`src/rtl/cdb_arbiter.sv`:
```
// Common Data Bus arbiter: Div/Mult granted on arrival, Int/Lsb buffered
// in FIFOs and drained round-robin into free slots; CDB outputs registered.
//
// cdb_fifo ports:
//   clk, reset          clock, async active-high reset
//   push, pop           write at wr_ptr / advance rd_ptr
//   din_tag, din_data   entry written on push
//   head_tag, head_data oldest entry
//   not_empty, ready    count != 0 / count != DEPTH
//
// cdb_arbiter ports:
//   clk, reset                    clock, async active-high reset
//   div_valid/tag/data            Div result, always taken
//   mult_valid/tag/data           Mult result, taken unless Div is valid
//   int_valid/tag/data, int_ready Int result offer and FIFO-not-full
//   lsb_valid/tag/data, lsb_ready Lsb result offer and FIFO-not-full
//   cdb_valid/tag/data/src        registered broadcast (src 0=Int 1=Lsb 2=Mult 3=Div)
//   err_collision                 sticky Div+Mult same-cycle flag

module cdb_fifo #(
    parameter int DATA_W = 32,
    parameter int TAG_W  = 6,
    parameter int DEPTH  = 4
) (
    input  logic              clk,
    input  logic              reset,
    input  logic              push,
    input  logic              pop,
    input  logic [TAG_W-1:0]  din_tag,
    input  logic [DATA_W-1:0] din_data,
    output logic [TAG_W-1:0]  head_tag,
    output logic [DATA_W-1:0] head_data,
    output logic              not_empty,
    output logic              ready
);
    localparam int AW = $clog2(DEPTH);
    localparam int CW = AW + 1;

    logic [TAG_W-1:0]  tag_mem  [DEPTH];
    logic [DATA_W-1:0] data_mem [DEPTH];
    logic [AW-1:0]     wr_ptr;
    logic [AW-1:0]     rd_ptr;
    logic [CW-1:0]     count;

    assign head_tag  = tag_mem[rd_ptr];
    assign head_data = data_mem[rd_ptr];
    assign not_empty = (count != '0);
    assign ready     = (count != CW'(DEPTH));

    // Storage needs no reset; only occupancy state is cleared.
    always_ff @(posedge clk) begin
        if (push) begin
            tag_mem[wr_ptr]  <= din_tag;
            data_mem[wr_ptr] <= din_data;
        end
    end

    // DEPTH is a power of two, so pointers wrap naturally.
    always_ff @(posedge clk or posedge reset) begin
        if (reset) begin
            wr_ptr <= '0;
            rd_ptr <= '0;
            count  <= '0;
        end else begin
            if (push) wr_ptr <= wr_ptr + AW'(1);
            if (pop)  rd_ptr <= rd_ptr + AW'(1);
            unique case ({push, pop})
                2'b10:   count <= count + CW'(1);
                2'b01:   count <= count - CW'(1);
                default: count <= count;
            endcase
        end
    end
endmodule

module cdb_arbiter #(
    parameter int DATA_W = 32,
    parameter int TAG_W  = 6,
    parameter int DEPTH  = 4
) (
    input  logic              clk,
    input  logic              reset,
    input  logic              div_valid,
    input  logic [TAG_W-1:0]  div_tag,
    input  logic [DATA_W-1:0] div_data,
    input  logic              mult_valid,
    input  logic [TAG_W-1:0]  mult_tag,
    input  logic [DATA_W-1:0] mult_data,
    input  logic              int_valid,
    input  logic [TAG_W-1:0]  int_tag,
    input  logic [DATA_W-1:0] int_data,
    output logic              int_ready,
    input  logic              lsb_valid,
    input  logic [TAG_W-1:0]  lsb_tag,
    input  logic [DATA_W-1:0] lsb_data,
    output logic              lsb_ready,
    output logic              cdb_valid,
    output logic [TAG_W-1:0]  cdb_tag,
    output logic [DATA_W-1:0] cdb_data,
    output logic [1:0]        cdb_src,
    output logic              err_collision
);
    logic              int_ne, lsb_ne;
    logic              int_pop, lsb_pop;
    logic [TAG_W-1:0]  int_htag, lsb_htag;
    logic [DATA_W-1:0] int_hdata, lsb_hdata;

    logic              lru, lru_nxt;
    logic              gnt;
    logic [TAG_W-1:0]  sel_tag;
    logic [DATA_W-1:0] sel_data;
    logic [1:0]        sel_src;

    cdb_fifo #(.DATA_W(DATA_W), .TAG_W(TAG_W), .DEPTH(DEPTH)) u_int_fifo (
        .clk       (clk),
        .reset     (reset),
        .push      (int_valid && int_ready),
        .pop       (int_pop),
        .din_tag   (int_tag),
        .din_data  (int_data),
        .head_tag  (int_htag),
        .head_data (int_hdata),
        .not_empty (int_ne),
        .ready     (int_ready)
    );

    cdb_fifo #(.DATA_W(DATA_W), .TAG_W(TAG_W), .DEPTH(DEPTH)) u_lsb_fifo (
        .clk       (clk),
        .reset     (reset),
        .push      (lsb_valid && lsb_ready),
        .pop       (lsb_pop),
        .din_tag   (lsb_tag),
        .din_data  (lsb_data),
        .head_tag  (lsb_htag),
        .head_data (lsb_hdata),
        .not_empty (lsb_ne),
        .ready     (lsb_ready)
    );

    // Fixed priority Div > Mult > FIFO heads. Between two ready heads,
    // lru picks (0=Int); a lone head grant still steers lru to the other unit.
    always_comb begin
        gnt      = 1'b0;
        int_pop  = 1'b0;
        lsb_pop  = 1'b0;
        lru_nxt  = lru;
        sel_tag  = '0;
        sel_data = '0;
        sel_src  = 2'd0;
        priority case (1'b1)
            div_valid: begin
                gnt      = 1'b1;
                sel_tag  = div_tag;
                sel_data = div_data;
                sel_src  = 2'd3;
            end
            mult_valid: begin
                gnt      = 1'b1;
                sel_tag  = mult_tag;
                sel_data = mult_data;
                sel_src  = 2'd2;
            end
            (int_ne && lsb_ne): begin
                gnt     = 1'b1;
                lru_nxt = ~lru;
                if (!lru) begin
                    int_pop  = 1'b1;
                    sel_tag  = int_htag;
                    sel_data = int_hdata;
                    sel_src  = 2'd0;
                end else begin
                    lsb_pop  = 1'b1;
                    sel_tag  = lsb_htag;
                    sel_data = lsb_hdata;
                    sel_src  = 2'd1;
                end
            end
            int_ne: begin
                gnt      = 1'b1;
                int_pop  = 1'b1;
                lru_nxt  = 1'b1;
                sel_tag  = int_htag;
                sel_data = int_hdata;
                sel_src  = 2'd0;
            end
            lsb_ne: begin
                gnt      = 1'b1;
                lsb_pop  = 1'b1;
                lru_nxt  = 1'b0;
                sel_tag  = lsb_htag;
                sel_data = lsb_hdata;
                sel_src  = 2'd1;
            end
            default: gnt = 1'b0;
        endcase
    end

    // Tag/data/src hold through idle cycles; only cdb_valid drops.
    always_ff @(posedge clk or posedge reset) begin
        if (reset) begin
            cdb_valid     <= 1'b0;
            cdb_tag       <= '0;
            cdb_data      <= '0;
            cdb_src       <= 2'd0;
            lru           <= 1'b0;
            err_collision <= 1'b0;
        end else begin
            cdb_valid <= gnt;
            lru       <= lru_nxt;
            if (gnt) begin
                cdb_tag  <= sel_tag;
                cdb_data <= sel_data;
                cdb_src  <= sel_src;
            end
            if (div_valid && mult_valid)
                err_collision <= 1'b1;
        end
    end
endmodule

```
`config.mk`:
```
export PLATFORM = sky130hd
export DESIGN_NAME = cdb_arbiter
export DESIGN_NICKNAME = d
export VERILOG_FILES = /design/src/rtl/cdb_arbiter.sv
export SDC_FILE = /design/constraint.sdc
export NUM_CORES = 1
export LEC_CHECK = 0
export BUFFER_PORTS_ARGS = -buffer_cell sky130_fd_sc_hd__buf_2
export CORE_MARGIN = 2
export CORE_UTILIZATION = 57
export DETAILED_ROUTE_END_ITERATION = 12
export PLACE_DENSITY_LB_ADDON = 0.15
export SLEW_MARGIN = 20
export SYNTH_ARGS = -nofsm -noshare
export SYNTH_HDL_FRONTEND = slang
export SYNTH_SLANG_ARGS = --single-unit
```
`constraint.sdc`:
```
create_clock -name clk -period 2.7 [get_ports clk]
set_input_delay 0.135 -clock clk [delete_from_list [all_inputs] [get_ports clk]]
set_output_delay 0.135 -clock clk [all_outputs]
set_load 0.05 [all_outputs]
```
After elaboration in Yosys (flattened, before gate mapping) --
Memories as Yosys holds them, arrays and structs flattened. Index checks and enable logic that the tools add are counted.
Cells by class: $add $sub $neg 8, multiply operators 0, div/mod/pow operators 0, $lt $le $gt $ge 0, eq/ne operators 6, shift operators 0, muxes and demuxes 42, bitwise gates (word level) 3, reduce and logical (&&, ||, !) cells 10
Operator list (count):
- 2-to-1 mux 32 bit | 6
- 2-to-1 mux 6 bit | 6
- 2-to-1 mux 1 bit | 26
- one-hot mux 3 bit (2 select lines) | 2
- nonzero test 3 bit | 3
- adder 2 x 1 -> 2 bit (second input constant) | 4
- adder 3 x 1 -> 3 bit (second input constant) | 2
- inequality test 3 bit (second input constant) | 2
- subtractor 3 x 1 -> 3 bit (second input constant) | 2
- == test 2 x 1 -> 1 bit (second input constant) | 2
- == test 2 bit (second input constant) | 2
- logical AND 1 bit | 4
- 2-to-1 mux 2 bit | 2
- nonzero test 2 bit | 2
- inverter 1 bit | 3
- AND reduction 3 bit | 1
Word-level totals: register bits 57, bits in latches 0, RAM bits 304, ROM bits 0, bits of input ports 158, output and inout bits 44, word-level logic and storage cells 85, memories kept 4
Memories:
- u_int_fifo.data_mem | words 4, width 32, rd ports 1, clocked after memory_dff 0, wr ports 1, RTL line 40 | logic [DATA_W-1:0] data_mem [DEPTH];
- u_lsb_fifo.data_mem | words 4, width 32, rd ports 1, clocked after memory_dff 0, wr ports 1, RTL line 40
- u_int_fifo.tag_mem | words 4, width 6, rd ports 1, clocked after memory_dff 0, wr ports 1, RTL line 39 | logic [TAG_W-1:0] tag_mem [DEPTH];
- u_lsb_fifo.tag_mem | words 4, width 6, rd ports 1, clocked after memory_dff 0, wr ports 1, RTL line 39

Depth between registers and ports, before layout --
depth after elaboration 8, mapped depth 10, depth with buffers taken out 10

Modules after synthesis --
Synthesis repeated with hierarchy kept, for this count alone.
Second synthesis, totals: cell total of the unflattened synthesis 760, area total of the unflattened synthesis 14274.9 sq um
Modules (own cells, without submodules):
- cdb_fifo | times used 2, cells an instance 236, area an instance 5933.2 sq um
- cdb_arbiter | times used 1, cells an instance 288, area an instance 2408.6 sq um

Least setup slack after synthesis --
OpenSTA, ideal clock, no wires.
path type reg-to-reg, start point register u_lsb_fifo.count[0], end point register u_lsb_fifo.count[2], library setup time 0.079 ns, arrival 2.397 ns, data required time 2.621 ns, setup slack 0.223 ns, stages on the path, launching flop included 11, path buffers 0, cell sequence dfrtp_1 inv_1 nand3_1 and2_1 inv_1 ha_1 inv_1 fa_1 xor2_1 nor2_1 xor2_1
On the way: elaborated cells on any way between the ends 15, those cells by class add/sub: 2; eq/ne: 3; mux: 6; reduce/logical: 4
RTL lines:
- start, declared | RTL line 43 | logic [CW-1:0] count;
- start signal, assigned | RTL line 68 | 2'b10: count <= count + CW'(1);
- start signal, assigned | RTL line 69 | 2'b01: count <= count - CW'(1);
- start signal, assigned | RTL line 70 | default: count <= count;
- inequality test 3 bit * | RTL line 48 | assign ready = (count != CW'(DEPTH));
- net lsb_ready | RTL line 96 | output logic lsb_ready,
- logical AND 1 bit * | RTL line 130 | .push (lsb_valid && lsb_ready),
- == test 2 x 1 -> 1 bit or == test 2 bit (tied branches) | RTL line 67 | unique case ({push, pop})
- one-hot mux 3 bit (2 select lines) or nonzero test 2 bit (tied branches)
Mark *: on every way through the listed nets, which the timed path passes. The rest lies on a longest branch. A chain may end at the register's enable or synchronous reset.

Worst setup path in the final report --
start point register u_int_fifo.count[0], end point register cdb_data[7]
On the way: word-level cells in the longest chain between the ends 5, elaborated cells on any way between the ends 10, those cells by class mux: 8; reduce/logical: 2
RTL lines:
- start, declared | RTL line 43
- start signal, assigned | RTL line 68
- start signal, assigned | RTL line 69
- start signal, assigned | RTL line 70
- nonzero test 3 bit * | RTL line 47 | assign not_empty = (count != '0);
- 2-to-1 mux 32 bit (tied with other cells) | RTL line 150 | priority case (1'b1)
- 2-to-1 mux 32 bit or 2-to-1 mux 1 bit (tied branches) (3 in series) | RTL line 150
- end signal, assigned | RTL line 212 | cdb_data <= sel_data;
- end, declared | RTL line 99 | output logic [DATA_W-1:0] cdb_data,
Mark *: on every way between the ends. The rest lies on a longest branch, timed or not.

==> reports/results.ini <==
[yosys]
synthesis.area_um2=14330
synthCells=748
avgSynthCellArea_um2=19.16
synthDistinctLibCells=49
ys_ff_latch=361
async_flop_share_pct=15.79
yosysTopAreaCell=edfxtp_1
synth_top_area_share_pct=63.68
syn-num-nets=918
synth_ff_type=edfxtp_1
synth_edf_count=304
synth.yosys.seq_area_share_pct=73.63
ys_warn_count=0
synth_area_leaders=edfxtp_1 (64%), mux4_2 (12%), dfrtp_1 (10%), a222oi_1 (0.91%), ha_1 (0.87%)

[place]
post_dp_cell_area_um2=15930
dpl_worst_slack_ns=0.2812
port_buffers=201
gp_congestion=0.8171
dp_hpwl_mm=22.15

[timing]
finalSetupTns_ns=0
fmax_ghz=0.3888
rsz0062_at_grt=false
post-route-period-util_pct=95.27
slew_viol_final=0
hold_viol=0
layout_min_cycle_time_ns=2.572
setup_slack_ns=0.1277
setup_viol=0
relSlewSlack_pct=49.45
fin_skew_ns=0.01419
worstMarginPinSlew_ns=0.7582

[floorplanning]
core_um2=24960
initial_utilization_pct=57.42
ios=202
die_area_um2=26430
fp.dieW_um=162.6
die_y_um=162.6
rows=58

[global_routing]
globalRouteTotalUtil_pct=27.56
grt_max_degree=50
overflow=0
antenna_found_initial=1
grt_pass1_wl_mm=53.88
grt_pass1_vias=9579

[detailed_routing]
ant_nets=0
routed_wl_mm=35.74
drt_iter0_markers=1067
vias=8946
viasPerCell=5.972
drc=0
first_pass_iters=5
wl_per_cell_um=23.86

[clock_tree]
htree_levels=2
clock_sinks=361
clock_latency_ns=0.53
numCtsBuffers=38
clockBufferDepth=3
cts_tree=yes
clk_pin_slew_worst_paths_ns=0.06
root_buffer=clkbuf_16

[power]
p_per_area_nw_per_um2=1003
ir_worst_vdd_v=0.0006169
p_leak_nw=6.785

[flow_run]
cap_violations=0

[finish]
drive_gt1_share_pct=33.93
fin_util_pct=74.94
fillers=1429
fin_area_um2=18710
fin_nets=1309
area_growth_pct=30.51

[setup_path]
crit_family=buffers and inverters
critPathArrivalTime_ns=3.03
slowest_stage=dlygate4sd3_1
worstSetupStartpointType=flip-flop
cp-end-kind=flip-flop
crit_fanout=17
max_stage_delay_ns=0.58
required_ns=3.16
crit_path_frequent_cell=a22oi_1
critPathKind=reg2reg
path_buf_inv=2
cp_cell_sequence=or3_1 > buf_4 > a211oi_2 > a22oi_1 > a22oi_1 > dlygate4sd3_1

[run_status]
status=finished clean

[worst_hold_path]
hold_path.class=in2reg

-- worst register-to-register path, cell delays in order, from the launching register on --
cell and delay [ns]:
dfrtp_1 0.42, or3_1 0.45, buf_4 0.25, a211oi_2 0.44, a22oi_1 0.16, a22oi_1 0.22
dlygate4sd3_1 0.58
-- layout by cell type, fill, tap and decap left out, types with 10 or more instances in the layout --
master         count
edfxtp_1         304
buf_2            201
dlygate4sd3_1    153
mux4_2            76
dfrtp_1           53
clkbuf_16         38
buf_4             29
o22ai_1           20
a21oi_1           20
nand2_1           19
o21ai_0           19
nor2_1            17
o31ai_1           16
inv_1             14
a222oi_1          13
nor2b_1           12
clkbuf_1          12
nand2b_1          11
o311ai_0          11
buf_12            11
a221oi_1          10
ha_1              10
-- sequential cells by signal, indices dropped and copies added (netlist names) --
name / cells
cdb_data: 32
u_lsb_fifo.wr_ptr: 2
cdb_src: 2
err_collision: 1
u_lsb_fifo.tag_mem: 24
u_lsb_fifo.count: 3
u_int_fifo.wr_ptr: 2
u_int_fifo.tag_mem: 24
cdb_tag: 6
cdb_valid: 1
u_lsb_fifo.rd_ptr: 2
u_lsb_fifo.data_mem: 128
u_int_fifo.rd_ptr: 2
u_int_fifo.count: 3
lru: 1
u_int_fifo.data_mem: 128
-- kinds of logic (layout without fill, tap and decap cells) --
| logic type | count (synthesis) | after routing | synth area share [%] |
|---|---|---|---|
| fa+ha+maj | 12 | 12 | 1.152 |
| flops | 361 | 361 | 73.63 |
| buf+inv | 59 | 478 | 1.868 |
| other cells | 0 | 1 | 0 |
| xor+xnor | 12 | 12 | 0.7332 |
| simple gates | 82 | 82 | 3.099 |
| mux | 80 | 80 | 12.24 |
| compound gates | 142 | 142 | 7.279 |
-- through the flow --
stage,power [mW],instances,hold WS (ns)
6_report,18.76,1498,0.005616
5_1_grt,19.51,1498,0.01244
4_1_cts,18.68,1491,0.004845
3_5_place_dp,13.58,1270,0.1873
3_3_place_gp,13.35,1270,0.1709
2_1_floorplan,11.72,748,0.2339
-- where the power goes --
part	internal, mW	switching [mW]
Combinational	2.52	3.32
Clock	2.81	2.08
Sequential	7.37	0.660
-- per-layer routing --
layer | global-route usage [%] | up-vias | share of wire, %
li1 | - | 3866 | -
met1 | 36.29 | 4529 | 38
met2 | 46.67 | 465 | 51
met3 | 5.806 | 86 | 8.3
met4 | 9.010 | 0 | 2.5
met5 | 0 | - | 0
-- worst paths after layout --
check	startpoint	endpoint	slack, ns	depth (start not counted)
worst min-delay path	mult_data[16]	cdb_data[16]	0.006	3
worst min register to register	err_collision	err_collision	0.48	1
min in group asynchronous	reset	cdb_data[28]	0.19	3
worst max register to register	u_int_fifo.count[0]	cdb_data[7]	0.13	6
max in group asynchronous	reset	u_lsb_fifo.rd_ptr[0]	1.74	4
worst max-delay path	u_int_fifo.count[0]	cdb_data[7]	0.13	6
-- cells in the mapped netlist, drive strengths merged (13+ instances only) --
library cell / number
nand2: 20
edfxtp: 304
dfrtp: 57
mux4: 76
clkbuf: 22
o31ai: 17
nor2: 18
a21oi: 23
o21ai: 22
inv: 16
a222oi: 13
buf: 21
o22ai: 20
-- what timing repair did --
action	CTS	global route
setup endpoints to repair	0	5
hold buffers	153	0
setup buffers	0	6
endpoints found under the hold margin	359	0
gates resized for setup	0	1
-- area by class of cell --
| class | count | area [um^2] | share of cell area, % |
|---|---|---|---|
| sequential | 361 | 10570 | 56.47 |
| clock inverter | 18 | 165.2 | 0.8828 |
| clock buffer | 50 | 996.0 | 5.324 |
| multi-input combinational | 328 | 3531 | 18.87 |
| tap | 330 | 412.9 | 2.207 |
| timing repair buffer | 394 | 2975 | 15.90 |
| antenna | 1 | 2.502 | 0.01338 |
| inverter | 16 | 60.06 | 0.3210 |
(Power assumes the default switching activity.)
